### config.mk
export PLATFORM = sky130hd
export DESIGN_NAME = pingpong_buf_ctrl
export DESIGN_NICKNAME = d
export VERILOG_FILES = /design/src/rtl/pingpong_pkg.sv /design/src/rtl/pingpong_ptr.sv /design/src/rtl/pingpong_buf_ctrl.sv
export SDC_FILE = /design/constraint.sdc
export NUM_CORES = 1
export LEC_CHECK = 0
export ABC_AREA = 0
export ABC_CLOCK_PERIOD_IN_PS = 2000
export CAP_MARGIN = 15
export CORE_MARGIN = 2
export CORE_UTILIZATION = 36
export DETAILED_ROUTE_END_ITERATION = 6
export GPL_TIMING_DRIVEN = 0
export PLACE_DENSITY = 0.8
export SLEW_MARGIN = 20
export SYNTH_ARGS = -nofsm -noshare
export SYNTH_HDL_FRONTEND = slang
export SYNTH_HIERARCHICAL = 1
export SYNTH_SLANG_ARGS = --single-unit
### constraint.sdc
create_clock -name clk -period 2 [get_ports clk]
set_input_delay 0.2 -clock clk [delete_from_list [all_inputs] [get_ports clk]]
set_output_delay 0.2 -clock clk [all_outputs]
set_load 0.005 [all_outputs]
### src/rtl/pingpong_pkg.sv
// Shared constants and helpers for the ping-pong buffer controller.
// Holds the default bank geometry and the bank-count constant.
package pingpong_pkg;

  localparam int ADDR_W_DEF = 5;
  localparam int DATA_W_DEF = 8;
  localparam int NUM_BANKS  = 2;

  typedef logic [NUM_BANKS-1:0] bank_mask_t;

  function automatic logic [1:0] popcount2(input bank_mask_t v);
    return {v[1] & v[0], v[1] ^ v[0]};
  endfunction

  function automatic bank_mask_t bankOneHot(input logic sel);
    return sel ? bank_mask_t'(2'b10) : bank_mask_t'(2'b01);
  endfunction

endpackage

### src/rtl/pingpong_ptr.sv
// Word pointer plus bank select for one side of the ping-pong buffer.
// Flags the wrap cycle combinationally and pulses o_done one cycle later.
module pingpong_ptr
  import pingpong_pkg::*;
#(
  parameter int ADDR_W = ADDR_W_DEF
) (
  input  logic              clk,
  input  logic              resetn,
  input  logic              i_adv,
  output logic [ADDR_W-1:0] o_ptr,
  output logic              o_sel,
  output logic              o_wrap,
  output logic              o_done
);

  logic [ADDR_W-1:0] r_ptr;
  logic              r_sel;
  logic              r_done;
  logic              w_wrap;

  assign w_wrap = i_adv & (r_ptr == {ADDR_W{1'b1}});

  // The pointer rolls over to zero by natural overflow on the last word.
  always_ff @(posedge clk or negedge resetn) begin
    if (!resetn) begin
      r_ptr  <= '0;
      r_sel  <= 1'b0;
      r_done <= 1'b0;
    end else begin
      r_done <= w_wrap;
      if (i_adv) begin
        r_ptr <= r_ptr + 1'b1;
      end
      if (w_wrap) begin
        r_sel <= ~r_sel;
      end
    end
  end

  assign o_ptr  = r_ptr;
  assign o_sel  = r_sel;
  assign o_wrap = w_wrap;
  assign o_done = r_done;

endmodule

### src/rtl/pingpong_buf_ctrl.sv
// Ping-pong buffer controller: producer fills one bank while the consumer
// drains the other; banks swap when a side finishes its frame.
module pingpong_buf_ctrl
  import pingpong_pkg::*;
#(
  parameter int ADDR_W = ADDR_W_DEF,
  parameter int DATA_W = DATA_W_DEF
) (
  input  logic              clk,
  input  logic              resetn,
  input  logic              wr_valid,
  input  logic [DATA_W-1:0] wr_data,
  output logic              wr_ready,
  input  logic              rd_req,
  output logic              rd_valid,
  output logic [DATA_W-1:0] rd_data,
  output logic [1:0]        bank_we,
  output logic [1:0]        bank_re,
  output logic [ADDR_W-1:0] bank_waddr,
  output logic [ADDR_W-1:0] bank_raddr,
  output logic [DATA_W-1:0] bank_wdata,
  input  logic [DATA_W-1:0] bank0_rdata,
  input  logic [DATA_W-1:0] bank1_rdata,
  output logic              wr_bank_done,
  output logic              rd_bank_done,
  output logic [1:0]        full_cnt
);

  bank_mask_t        r_bankFull;
  logic [1:0]        r_fullCnt;
  logic              r_rdValid;
  logic              r_rdSel;

  logic              w_wsel;
  logic              w_rsel;
  logic [ADDR_W-1:0] w_wptr;
  logic [ADDR_W-1:0] w_rptr;
  logic              w_wrWrap;
  logic              w_rdWrap;
  logic              w_wrAcc;
  logic              w_rdAcc;
  bank_mask_t        w_fullNext;

  // Qualifying with resetn keeps both enables low while reset is held.
  assign w_wrAcc = resetn & wr_valid & ~r_bankFull[w_wsel];
  assign w_rdAcc = resetn & rd_req & r_bankFull[w_rsel];

  pingpong_ptr #(.ADDR_W(ADDR_W)) u_wrPtr (
    .clk    (clk),
    .resetn (resetn),
    .i_adv  (w_wrAcc),
    .o_ptr  (w_wptr),
    .o_sel  (w_wsel),
    .o_wrap (w_wrWrap),
    .o_done (wr_bank_done)
  );

  pingpong_ptr #(.ADDR_W(ADDR_W)) u_rdPtr (
    .clk    (clk),
    .resetn (resetn),
    .i_adv  (w_rdAcc),
    .o_ptr  (w_rptr),
    .o_sel  (w_rsel),
    .o_wrap (w_rdWrap),
    .o_done (rd_bank_done)
  );

  // A filling bank is never full and a draining bank always is, so the set
  // and clear masks never hit the same bank and can apply on one edge.
  always_comb begin
    w_fullNext = r_bankFull;
    if (w_wrWrap) w_fullNext = w_fullNext | bankOneHot(w_wsel);
    if (w_rdWrap) w_fullNext = w_fullNext & ~bankOneHot(w_rsel);
  end

  always_ff @(posedge clk or negedge resetn) begin
    if (!resetn) begin
      r_bankFull <= '0;
      r_fullCnt  <= 2'd0;
      r_rdValid  <= 1'b0;
      r_rdSel    <= 1'b0;
    end else begin
      r_bankFull <= w_fullNext;
      r_fullCnt  <= popcount2(w_fullNext);
      r_rdValid  <= w_rdAcc;
      r_rdSel    <= w_rsel;
    end
  end

  assign wr_ready   = ~r_bankFull[w_wsel];
  assign bank_we    = w_wrAcc ? bankOneHot(w_wsel) : 2'b00;
  assign bank_re    = w_rdAcc ? bankOneHot(w_rsel) : 2'b00;
  assign bank_waddr = w_wptr;
  assign bank_raddr = w_rptr;
  assign bank_wdata = wr_data;
  assign rd_valid   = r_rdValid;
  assign rd_data    = r_rdSel ? bank1_rdata : bank0_rdata;
  assign full_cnt   = r_fullCnt;

endmodule

==> summary.txt, run 1 <==
status: completed
Detailed Place HPWL: 1700 um
Final nets: 173
Mapped Avg Cell Area: 12.7 sq um
final WL: 2220 um
leakage: 0.734 nW
Synth area leaders: dfrtp_1 50%, mux2_2 14%, ha_1 6.3%, buf_4 6.0%, xnor2_1 3.5%
RSZ-0062 raised after global routing: no
initial antenna violation count: 0
GRT Total Usage: 14.0%
postcts setup bufs: 0
Die Span Y: 56.7 um
htree depth: 1
sequential fraction of the synthesis area: 50.1%
routed via count: 794
Post-synth top flop: dfrtp_1
DIE WIDTH: 56.7 um
Final Hold Fails: 0
count leader, synth: dfrtp_1
Area Growth Syn to Fin: 63.6%
fill count: 222
total CTS buffers: 3
Max IR drop VDD: 635 uV
Placer Congestion: 0.705
Final ANT Viol Nets: 0
Synth Instances: 79
Ys Warns: 6
Final Skew: 0.00279 ns
Final setup violation count: 0
io pins: 64
pwr/cell area: 715 nW/um^2
Unique masters post-synth: 21
largest net degree at the start of global routing: 21
Slew HR: 43.5%
leading area contributor after synthesis: dfrtp_1
RR Startpoint: u_wrPtr/o_ptr[0]$_DFFE_PN0P_
CTS tree: built
Period Utilization, post-route: 93.9%
Pwr Total: 0.00117 W
total congestion overflow: 0
max-cap violations: 0
Buffers on Ports: 55
crit-path max FO: 4
clock tree buffer depth: 2
root buf cell: clkbuf_4
synthesized cell area: 1000 sq um
Remaining DRCs: 0
CTS Sinks: 20
row cnt: 19
Hold EP: rd_valid$_DFF_PN0_
crit end category: flop
R2R cell count: 7
clk slew on worst S/H paths: 0.10 ns
Critical Path AT: 2.06 ns
Synth async-reset ratio: 100%
Skew-Pair Late Insertion Delay: 0.29 ns
Required @ worst endpoint: 2.18 ns
HP Start: resetn
EDFF count, synth: 0
syn_nets: 112
Post-synth top cells: 20 x dfrtp_1, 12 x mux2_2, 8 x buf_4
Routed wire per std cell: 13.2 um
vias in the first global route: 812
Synth Register Bits: 20
first-pass GRT wire length: 3550 um
max-slew violation count: 0
Tightest Pin Transition: 0.845 ns
first-iteration detailed-routing DRC count: 17
HP Class: in -> reg
minimum clock period: 1.88 ns
flop2flop setup slack: 0.12 ns
Fmax: 532 MHz
Die ar.: 3210 sq um
Vias/cell: 4.70
CORE AREA: 2690 sq um
first drt pass iteration count: 2
number of antenna diodes: 0
worst hold path cell count: 3
CP Launch Type: flop
Initial Util: 37.2%
TNS Setup: 0 ns
fraction of layout cells with a size suffix above 1: 24.6%
kind of critical path: reg -> reg
Synth top area share: 50.1%
Reg2Reg Capture Point: full_cnt[0]$_DFF_PN0_
logic make-up (layout without fill, tap and decap cells):
group | after synthesis | count (layout) | synth area share [%]
mux | 13 | 13 | 14.5
simple gates | 18 | 18 | 10.3
buf+inv | 10 | 69 | 7.51
fa+ha+maj | 5 | 5 | 6.26
flops | 20 | 20 | 50.1
compound gates | 5 | 5 | 2.88
xor+xnor | 8 | 8 | 8.51
layer usage:
| metal | vias to the layer above | routed length (um) | GRT usage (%) |
|---|---|---|---|
| li1 | 380 | - | - |
| met1 | 364 | 837 | 15.1 |
| met2 | 50 | 1070 | 24.4 |
| met3 | 0 | 317 | 5.53 |
| met4 | 0 | 0 | 5.10 |
| met5 | - | 0 | 0 |
metrics by stage:
step                      cell area [sq um]  util [%]  instances  worst slack [ns]  hold WS (ns)
after global routing                   1640      60.9        169            0.0386         0.405
after detailed placement               1590      59.2        165            -0.926         0.493
after CTS                              1620      60.5        169            0.0207         0.426
final                                  1640      60.9        169             0.121         0.383
after floorplan                        1000         -         79             0.149       -0.0956
after global placement                 1590      59.2        165            -0.812         0.480
critical path, stage by stage (launching register included):
cell and delay, ns:
dfrtp_1 0.44, ha_1 0.22, and3_1 0.15, ha_1 0.17, and2_4 0.17, and2b_2 0.20, a2bb2oi_2 0.14, ha_1 0.29
worst max path at each step:
stage / from / end / slack [ns] / cells past startpoint
2_1_floorplan: u_wrPtr/o_sel$_DFFE_PN0P_ / full_cnt[0]$_DFF_PN0_ / 0.15 / 6
3_3_place_gp: resetn / full_cnt[0]$_DFF_PN0_ / -0.81 / 6
3_5_place_dp: resetn / full_cnt[0]$_DFF_PN0_ / -0.93 / 6
4_1_cts: u_rdPtr/o_sel$_DFFE_PN0P_ / full_cnt[0]$_DFF_PN0_ / 0.02 / 5
5_1_grt: u_wrPtr/o_ptr[0]$_DFFE_PN0P_ / full_cnt[0]$_DFF_PN0_ / 0.04 / 7
6_report: u_wrPtr/o_ptr[0]$_DFFE_PN0P_ / full_cnt[0]$_DFF_PN0_ / 0.12 / 7
area by class of cell:
class,instances,area [sq um],share of cell area (%)
flip-flops and latches,20,502,30.7
repair buffers,56,562,34.4
multi-input cells,49,435,26.6
clock buffers,3,22.5,1.38
well taps,31,38.8,2.37
plain buffers,9,71.3,4.36
inverters,1,3.75,0.230
timing repair:
item,CTS,global route
hold buffers,1,0
endpoints found under the hold margin,20,0
resized for setup,4,3
endpoints found under the setup margin,15,2
flip-flops by register name (all words and copies together), names as in the netlist:
register	cells
u_rdPtr/o_ptr	5
u_wrPtr/o_ptr	5
full_cnt	2
r_bankFull	2
r_rdSel	1
rd_valid	1
u_rdPtr/o_done	1
u_rdPtr/o_sel	1
u_wrPtr/o_done	1
u_wrPtr/o_sel	1
where the power goes:
group          switching (W)  total (W)  internal (W)
clock               0.000110   0.000180     0.0000699
combinational       0.000120   0.000415      0.000295
sequential         0.0000889   0.000575      0.000486
total               0.000319    0.00117      0.000851
layout by cell type, fill, tap and decap left out, types with 2 or more instances in the layout:
cell             instances
nand4_1                  2
clkdlybuf4s50_1         54
ha_1                     5
mux2_2                  12
xor2_2                   2
clkbuf_4                 3
buf_4                    8
dfrtp_1                 19
nand2_1                  5
a21oi_1                  3
and3_1                   2
and2_4                   2
nor2_1                   2
xor2_1                   2
xnor2_1                  4
(Power assumes the default switching activity.)
==> run 2: changes to the inputs <==
--- a/config.mk
+++ b/config.mk
@@ -12,7 +12,7 @@
 export CORE_UTILIZATION = 36
 export DETAILED_ROUTE_END_ITERATION = 6
 export GPL_TIMING_DRIVEN = 0
-export PLACE_DENSITY = 0.8
+export PLACE_DENSITY = 0.91
 export SLEW_MARGIN = 20
 export SYNTH_ARGS = -nofsm -noshare
 export SYNTH_HDL_FRONTEND = slang
==> run 2 against run 1 <==
  * Worst setup slack worse by 0.033 ns
  * Global-route usage rose by 0.070 points
  * Wire length increased by 1.3%
  * Sequential power about the same
  * Clock skew increased by 0.0039 ns
  * Count of clock-buffer cells in the layout increased by 1
  * Critical path type unchanged
  * Largest power group unchanged
==> summary.txt, run 2 (synthesized netlist as in run 1, its figures left out) <==
Required @ worst endpoint: 2.19 ns (about the same)
Placer Congestion: 0.799 (+13%)
Final Hold Fails: 0 (unchanged)
Slew HR: 40.9% (-2.6 points)
Routed wire per std cell: 13.3 um (+0.75%)
first drt pass iteration count: 4 (+2)
Die Span Y: 56.7 um (unchanged)
crit end category: flop
total CTS buffers: 3 (unchanged)
minimum clock period: 1.91 ns (+0.0329 ns)
area of the multi-input gates: 429 sq um (-1.4%)
Detailed Place HPWL: 1770 um (+4.0%)
initial antenna violation count: 0 (unchanged)
TNS Setup: 0 ns (unchanged)
Top delay family on crit path: simple AND/OR/NAND/NOR gates
CP Launch Type: flop
fill count: 212 (-4.5%)
sequential power share: 47.0% (-2.1 points)
CTS tree: built
CP Cell Sequence: mux2i_1, and3_2, and2_4, and2b_2, a2bb2oi_1, ha_1
first-pass GRT wire length: 3630 um (+2.1%)
CORE AREA: 2690 sq um (unchanged)
Remaining DRCs: 0 (unchanged)
Fmax: 523 MHz (-1.7%)
root buf cell: clkbuf_4
largest net degree at the start of global routing: 21 (unchanged)
CTS Sinks: 20 (unchanged)
pwr/cell area: 741 nW/um^2 (+3.6%)
Area Growth Syn to Fin: 64.3%
max incr delay on CP: 0.46 ns (+0.02 ns)
Final nets: 173 (unchanged)
sw frac: 26.9% (-0.35 points)
io pins: 64 (unchanged)
HP Class: in -> reg
max-slew violation count: 0 (unchanged)
routed via count: 804 (+1.3%)
total congestion overflow: 0 (unchanged)
Final ANT Viol Nets: 0 (unchanged)
commonest non-fill, non-tap cell in the layout: clkdlybuf4s50_1
clock tree buffer depth: 2 (unchanged)
Non-Filler Instances: 170 (+0.59%)
final WL: 2250 um (+1.3%)
Initial Util: 37.2% (unchanged)
CP Buf/Inv Count: 0 (unchanged)
dpl cells: 165 (unchanged)
CP max stage cell: dfrtp_2
max-cap violations: 0 (unchanged)
DIE WIDTH: 56.7 um (unchanged)
Critical Path AT: 2.10 ns (+0.04 ns)
first-iteration detailed-routing DRC count: 16 (-1)
clk slew on worst S/H paths: 0.11 ns (about the same)
final hold slack: 0.393 ns (+0.0100 ns)
Buffers on Ports: 55 (unchanged)
Final Skew: 0.00672 ns (+0.00393 ns)
vias in the first global route: 799 (-1.6%)
leakage: 0.739 nW (+0.68%)
commonest non-fill, non-tap cells in the layout: 54 x clkdlybuf4s50_1, 19 x dfrtp_1, 12 x mux2_2, 8 x buf_4
Final setup violation count: 0 (unchanged)
Die ar.: 3210 sq um (unchanged)
Tightest Pin Transition: 0.883 ns (+0.0383 ns)
Gate power share: 34.1% (-1.3 points)
htree depth: 1 (unchanged)
Max IR drop VDD: 665 uV (+4.7%)
clock share of power: 18.9% (+3.5 points)
crit-path max FO: 6 (+2)
Skew-Pair Late Insertion Delay: 0.29 ns (about the same)
row cnt: 19 (unchanged)
kind of critical path: reg -> reg
Vias/cell: 4.73 (+0.66%)
RSZ-0062 raised after global routing: no
fraction of layout cells with a size suffix above 1: 24.5% (-0.18 points)
Switch Pwr: 0.000328 W (+2.7%)
Seq. cell area: 502 sq um (unchanged)
status: completed
GRT Total Usage: 14.1% (+0.070 points)
internal power: 0.000889 W (+4.5%)
Period Utilization, post-route: 95.6% (+1.6 points)
number of antenna diodes: 0 (unchanged)
-- run 2: cell count changes in the layout (fill, tap and decap cells not counted) --
cell	previous run	this run
a2bb2oi_1	0	1
a2bb2oi_2	1	0
clkbuf_8	0	1
-- run 2: worst paths after layout --
kind	endpoint	cells after the start	slack, ns	from
max	full_cnt[0]$_DFF_PN0_	6	0.09	u_wrPtr/o_sel$_DFFE_PN0P_
max in group asynchronous	u_wrPtr/o_sel$_DFFE_PN0P_	2	0.69	resetn
min reg2reg	u_wrPtr/o_ptr[3]$_DFFE_PN0P_	1	0.51	u_wrPtr/o_ptr[3]$_DFFE_PN0P_
min in group asynchronous	u_wrPtr/o_done$_DFF_PN0_	2	0.72	resetn
min	rd_valid$_DFF_PN0_	3	0.39	resetn
max reg2reg	full_cnt[0]$_DFF_PN0_	6	0.09	u_wrPtr/o_sel$_DFFE_PN0P_
-- run 2: metrics by stage --
step | power (W) | utilization, % | area, sq um | worst slack (ns)
finish | 0.00122 | 61.2 | 1640 | 0.0881
global route | 0.00130 | 61.2 | 1640 | 0.0275
CTS | 0.00123 | 61.0 | 1640 | 0.0295
detailed placement | 0.000997 | 59.2 | 1590 | -0.941
global placement | 0.000976 | 59.2 | 1590 | -0.767
floorplan | 0.000720 | - | 1000 | 0.149
-- run 2: repair_timing --
| action | CTS | global route |
|---|---|---|
| hold buffers | 1 | 0 |
| endpoints found under the setup margin | 15 | 1 |
| gates resized for setup | 4 | 2 |
| buffers inserted | 0 | 0 |
| hold endpoints to repair | 20 | 0 |
-- run 2: metal layers --
layer	routed length [um]	part of all wire [%]	vias up	track usage (%)
met5	0	0	-	0
met4	0	0	0	3.06
met3	273	12	0	5.07
met2	1130	50	48	26.2
met1	853	38	376	14.9
li1	-	-	380	-
-- run 2: power by group through the flow --
stage | clock network, W | registers [W] | logic (W)
5_1_grt | 0.000255 | 0.000585 | 0.000464
2_1_floorplan | 0 | 0.000573 | 0.000147
3_5_place_dp | 0 | 0.000580 | 0.000418
4_1_cts | 0.000236 | 0.000572 | 0.000423
3_3_place_gp | 0 | 0.000573 | 0.000403
6_report | 0.000230 | 0.000572 | 0.000415
-- run 2: area by class of cell --
type	count	area share, %
inverter	1	0.228
clock buffer	4	2.21
timing repair buffer	56	34.2
buffer	9	4.34
sequential	20	30.5
tap	31	2.36
multi-input combinational	49	26.1
-- run 2: tightest hold or removal path, delay by kind of cell --
family	cells	cell delay [ns]
and+or+nand+nor	1	0.13
AOI/OAI and AO/OA	1	0.09
buffers and inverters	1	0.22
